--- config.mk ---
export PLATFORM = sky130hd
export DESIGN_NAME = qu_uop_queue
export DESIGN_NICKNAME = d
export VERILOG_FILES = /design/src/rtl/qu_common.sv /design/src/rtl/qu_uop.sv /design/src/rtl/qu_uop_queue.sv
export SDC_FILE = /design/constraint.sdc
export NUM_CORES = 1
export LEC_CHECK = 0
export ABC_AREA = 1
export ABC_CLOCK_PERIOD_IN_PS = 6280
export CORE_MARGIN = 3
export CORE_UTILIZATION = 30
export CTS_CLUSTER_SIZE = 24
export DETAILED_ROUTE_END_ITERATION = 8
export GPL_TIMING_DRIVEN = 0
export PLACE_DENSITY = 0.54
export SLEW_MARGIN = 30
export SYNTH_ARGS = -nofsm -noshare
export SYNTH_HDL_FRONTEND = slang
export SYNTH_SLANG_ARGS = --single-unit
--- constraint.sdc ---
create_clock -name clk -period 6.28 [get_ports clk]
set_clock_uncertainty 0.1 [all_clocks]
set_input_delay 1.256 -clock clk [delete_from_list [all_inputs] [get_ports clk]]
set_output_delay 1.256 -clock clk [all_outputs]
set_load 0.02 [all_outputs]
--- src/rtl/qu_common.sv ---
// Shared micro-architectural constants for the front-end queues.
package qu_common;
  localparam int QU_UOPQ_DEPTH = 8;
endpackage

--- src/rtl/qu_uop.sv ---
// Decoded micro-op format passed from decode to issue.
package qu_uop;
  typedef struct packed {
    logic [31:0] pc;
    logic [7:0]  op;
    logic [4:0]  rd;
    logic [4:0]  rs1;
    logic [4:0]  rs2;
  } uop_t;
endpackage

--- src/rtl/qu_uop_queue.sv ---
// Purpose: decode-to-issue uop queue, circular buffer; optional bypass via QU_UOPQ_BYPASS_EN.
// Latency: push visible on out_valid next cycle (same cycle when bypassing an empty queue).
// Backpressure: stall while full; flush overrides any same-cycle push or pop.
module qu_uop_queue
  import qu_common::*;
  import qu_uop::*;
#(
  parameter int DEPTH = QU_UOPQ_DEPTH
) (
  input  logic                       clk,
  input  logic                       rst,
  input  logic                       flush,
  input  logic                       in_valid,
  input  logic                       nop,
  input  logic                       invalid,
  input  uop_t                       uop_in,
  output logic                       stall,
  output logic                       out_valid,
  input  logic                       out_ready,
  output uop_t                       uop_out,
  output logic [$clog2(DEPTH+1)-1:0] count,
  output logic                       invalid_seen
);
  localparam int PW = $clog2(DEPTH);
  localparam int CW = $clog2(DEPTH+1);

  uop_t          storage [DEPTH];
  logic [PW-1:0] rd_ptr;
  logic [PW-1:0] wr_ptr;
  logic          push_ok;
  logic          store;
  logic          pop;

  assign stall   = (count == CW'(DEPTH));
  assign push_ok = in_valid & ~nop & ~invalid & ~stall & ~flush;

`ifdef QU_UOPQ_BYPASS_EN
  logic bypass;
  // An empty queue hands the incoming uop straight through; it is only stored if not taken.
  assign bypass    = (count == '0) & push_ok;
  assign out_valid = (count != '0) | bypass;
  assign uop_out   = bypass ? uop_in : storage[rd_ptr];
  assign store     = push_ok & ~(bypass & out_ready);
  assign pop       = (count != '0) & out_ready & ~flush;
`else
  assign out_valid = (count != '0);
  assign uop_out   = storage[rd_ptr];
  assign store     = push_ok;
  assign pop       = out_valid & out_ready & ~flush;
`endif

  always_ff @(posedge clk or posedge rst) begin
    if (rst) begin
      count        <= '0;
      rd_ptr       <= '0;
      wr_ptr       <= '0;
      invalid_seen <= 1'b0;
    end else if (flush) begin
      count        <= '0;
      rd_ptr       <= '0;
      wr_ptr       <= '0;
      invalid_seen <= 1'b0;
    end else begin
      if (store) wr_ptr <= wr_ptr + 1'b1;
      if (pop)   rd_ptr <= rd_ptr + 1'b1;
      case ({store, pop})
        2'b10:   count <= count + 1'b1;
        2'b01:   count <= count - 1'b1;
        default: count <= count;
      endcase
      if (in_valid & invalid) invalid_seen <= 1'b1;
    end
  end

  // Payload needs no reset: entries are only read once counted as valid.
  always_ff @(posedge clk) begin
    if (store) storage[wr_ptr] <= uop_in;
  end

endmodule

==> flow_metrics.env <==
export IMPL_result_of_the_run="completed"
export IMPL_critPathCaptureType="output port"
export IMPL_timing_max_cap_violations=0
export IMPL_die_w_um=249
export IMPL_timing_final_crit_share_pct=77.7
export IMPL_number_of_drc_violations_after_detailed_routing_iteration_0=795
export IMPL_maximum_number_of_pins_on_one_net_before_global_route_repair=21
export IMPL_clock_tree_from_tritoncts="yes"
export IMPL_hold_end="invalid_seen$_DFFE_PP0P_"
export IMPL_postRouteWirelength_um=47100
export IMPL_grt_usage_pct=14.8
export IMPL_post_drt_wl_per_cell_um=19.7
export IMPL_cts_htree_levels=2
export IMPL_finish_instance_area_mm2=0.0221
export IMPL_slew_headroom_pct=50.7
export IMPL_synthesis_yosys_warnings=0
export IMPL_clk_insertion_delay_late_ps=570
export IMPL_syn_avg_cell_area_um2=12.7
export IMPL_fmaxAchievable_mhz=205
export IMPL_grt_overflow_total=0
export IMPL_hold_path_depth=2
export IMPL_multiInputGateArea_mm2=0.00379
export IMPL_cp_required_ps=4920
export IMPL_initial_antenna_violation_count=2
export IMPL_r2r_cells=9
export IMPL_start_kind="flip-flop"
export IMPL_data_arrival_time_at_the_worst_slack_endpoint_ps=3530
export IMPL_ir_drop_mv=0.188
export IMPL_firstDrtPassIters=5
export IMPL_port_buffers=123
export IMPL_vias=11300
export IMPL_fillCellCount=5491
export IMPL_finalHoldViolations=0
export IMPL_placed_cells_incl_taps=2306
export IMPL_clock_tree_buffer_depth=3
export IMPL_layout_drive_gt1_share_pct=8.07
export IMPL_dp_hpwl_um=31600
export IMPL_placeable_core_area_mm2=0.0580
export IMPL_initial_utilization_pct=30.5
export IMPL_postRouteAntennaNets=0
export IMPL_io_pins=124
export IMPL_finish_utilization_pct=38.0
export IMPL_rsz_0062_raised_after_global_routing="no"
export IMPL_number_of_standard_cells_in_the_layout_taps_in_and_fillers_out=2390
export IMPL_final_setup_viol_count=0
export IMPL_placement_rows=88
export IMPL_synthCells=1392
export IMPL_min_path_type="flip-flop to flip-flop"
export IMPL_synth_yosys_seq_area_share_pct=76.1
export IMPL_cts_buffers_inserted=47
export IMPL_viasPerCell=4.74
export IMPL_net_count_synth=1459
export IMPL_die_outline_height_um=249
export IMPL_layout_area_seq_mm2=0.0135
export IMPL_area_growth_synth_to_final_pct=24.5
export IMPL_worstSetupPathType="flip-flop to output port"
export IMPL_synth_seq_cells=451
export IMPL_first_global_vias=11300
export IMPL_worst_r2r_endpoint="storage[5][21]$_DFFE_PP_"
export IMPL_worstPathMaxFanout=10
export IMPL_max_slew_worst_pin_slew_ps=739
export IMPL_synth_distinct_cells=22
export IMPL_post_route_min_period_ps=4880
export IMPL_postCtsResizedCells=0
export IMPL_clk_pin_slew_ps=60
export IMPL_post_cts_hold_buffer_count=0
export IMPL_r2r_start="count[0]$_DFFE_PP0P_"
export IMPL_placement_cell_area_mm2=0.0206
export IMPL_hold_start="invalid_seen$_DFFE_PP0P_"
export IMPL_post_synth_instance_area_mm2=0.0177
export IMPL_cts_sink_count=451
export IMPL_layout_nets=1657
export IMPL_post_route_drc_count=0
export IMPL_leak_pwr_nw=7.39
export IMPL_p_per_area_mw_per_mm2=372
export IMPL_number_of_pins_exceeding_their_max_slew_limit_in_the_final_report=0
export IMPL_post_cts_buffers=0
export IMPL_routability_congestion=0.771
export IMPL_reg2reg_slack_ps=3690
export IMPL_clock_root_buffer="sky130_fd_sc_hd__clkbuf_16"
export IMPL_grt_pass1_wl_um=71000
export IMPL_die_area_mm2=0.0620
-- per-stage QoR --
step | total power [mW] | TNS (ps) | setup WS, ps | hold WS, ps
detailed placement | 5.71 | 0 | 2020 | 386
floorplan | 4.67 | 0 | 1630 | 450
CTS | 8.33 | 0 | 1390 | 400
global route | 8.61 | 0 | 1320 | 410
finish | 8.21 | 0 | 1400 | 391
global placement | 5.69 | -463920 | -1230 | 386
-- per-layer routing --
layer | wire length, um | share of wire (%) | GRT usage [%]
met1 | 20400 | 43 | 19.7
met4 | 1340 | 2.8 | 5.07
met2 | 22900 | 48 | 24.8
met5 | 17 | 0.036 | 0
met3 | 2480 | 5.3 | 2.46
-- area by class of cell --
class	instances	area share (%)
inverter	14	0.238
buffer	84	2.03
tap	765	4.34
timing repair buffer	149	8.66
antenna	1	0.0113
sequential	451	61.2
multi-input combinational	843	17.2
clock inverter	26	0.874
clock buffer	57	5.50
-- report_power, final --
group	total [mW]	internal, mW	leakage (nW)	switching, mW
logic	2.23	0.795	2.59	1.44
clock network	2.61	1.49	0.694	1.12
registers	3.36	3.33	4.11	0.0318
total	8.21	5.61	7.39	2.60
-- state kept, by name, indices dropped and copies added, names as in the netlist --
signal        flops
storage         440
count             4
wr_ptr            3
invalid_seen      1
rd_ptr            3
-- critical path: stages, from the launching register on --
cell and delay [ps]:
sky130_fd_sc_hd__dfrtp_1 520, sky130_fd_sc_hd__inv_2 260, sky130_fd_sc_hd__buf_6 220, sky130_fd_sc_hd__clkbuf_1 530
sky130_fd_sc_hd__o21ai_0 190, sky130_fd_sc_hd__a31oi_1 490, sky130_fd_sc_hd__clkdlybuf4s50_1 720
-- kinds of logic (layout without fill, tap and decap cells) --
family	after synthesis	in the layout	share of synthesized area, %
adders and majority gates	5	5	0.395
DFF	451	451	76.1
other	0	1	0
AOI/OAI and AO/OA	343	343	10.1
and+or+nand+nor	494	494	10.5
buffers and inverters	98	330	2.82
xor gates and xnor gates	1	1	0.0494
-- synthesized netlist by cell type --
cell,count,area (um^2)
sky130_fd_sc_hd__nor2_1,290,1090
sky130_fd_sc_hd__clkbuf_2,2,10.0
sky130_fd_sc_hd__nand2_1,199,747
sky130_fd_sc_hd__a21oi_1,60,300
sky130_fd_sc_hd__buf_1,6,22.5
sky130_fd_sc_hd__buf_6,11,124
sky130_fd_sc_hd__o21a_1,1,7.51
sky130_fd_sc_hd__nand3_1,4,20.0
sky130_fd_sc_hd__edfxtp_1,440,13200
sky130_fd_sc_hd__inv_1,13,48.8
sky130_fd_sc_hd__inv_2,1,3.75
sky130_fd_sc_hd__buf_2,16,80.1
sky130_fd_sc_hd__a31oi_1,55,344
sky130_fd_sc_hd__ha_1,4,50.1
sky130_fd_sc_hd__xnor2_1,1,8.76
sky130_fd_sc_hd__buf_4,7,52.6
sky130_fd_sc_hd__dfrtp_1,11,275
sky130_fd_sc_hd__o21ai_1,76,380
sky130_fd_sc_hd__clkbuf_1,42,158
sky130_fd_sc_hd__o21ai_0,151,756
sky130_fd_sc_hd__nand3b_1,1,7.51
sky130_fd_sc_hd__fa_1,1,20.0
-- how the worst max path moves through the flow --
| stage | from | endpoint | slack, ps |
|---|---|---|---|
| 3_5_place_dp | rd_ptr[0]$_DFFE_PP0P_ | uop_out[54] | 2020 |
| 6_report | rd_ptr[0]$_DFFE_PP0P_ | uop_out[1] | 1400 |
| 3_3_place_gp | in_valid | storage[2][19]$_DFFE_PP_ | -1230 |
| 5_1_grt | rd_ptr[0]$_DFFE_PP0P_ | uop_out[1] | 1320 |
| 4_1_cts | rd_ptr[0]$_DFFE_PP0P_ | uop_out[54] | 1390 |
| 2_1_floorplan | nop | storage[0][0]$_DFFE_PP_ | 1630 |
-- cells in the final DEF (no fill, tap or decap), drive strengths merged --
cell type | netlist | layout
o21a | 1 | 1
nand3b | 1 | 1
inv | 14 | 15
clkbuf | 44 | 101
xnor2 | 1 | 1
clkdlybuf4s50 | 0 | 123
nand2 | 199 | 199
bufinv | 0 | 3
fa | 1 | 1
buf | 40 | 66
diode | 0 | 1
a31oi | 55 | 55
edfxtp | 440 | 440
a21oi | 60 | 60
nand3 | 4 | 4
dfrtp | 11 | 11
ha | 4 | 4
o21ai | 227 | 227
nor2 | 290 | 290
clkinv | 0 | 22
(Power assumes the default switching activity.)
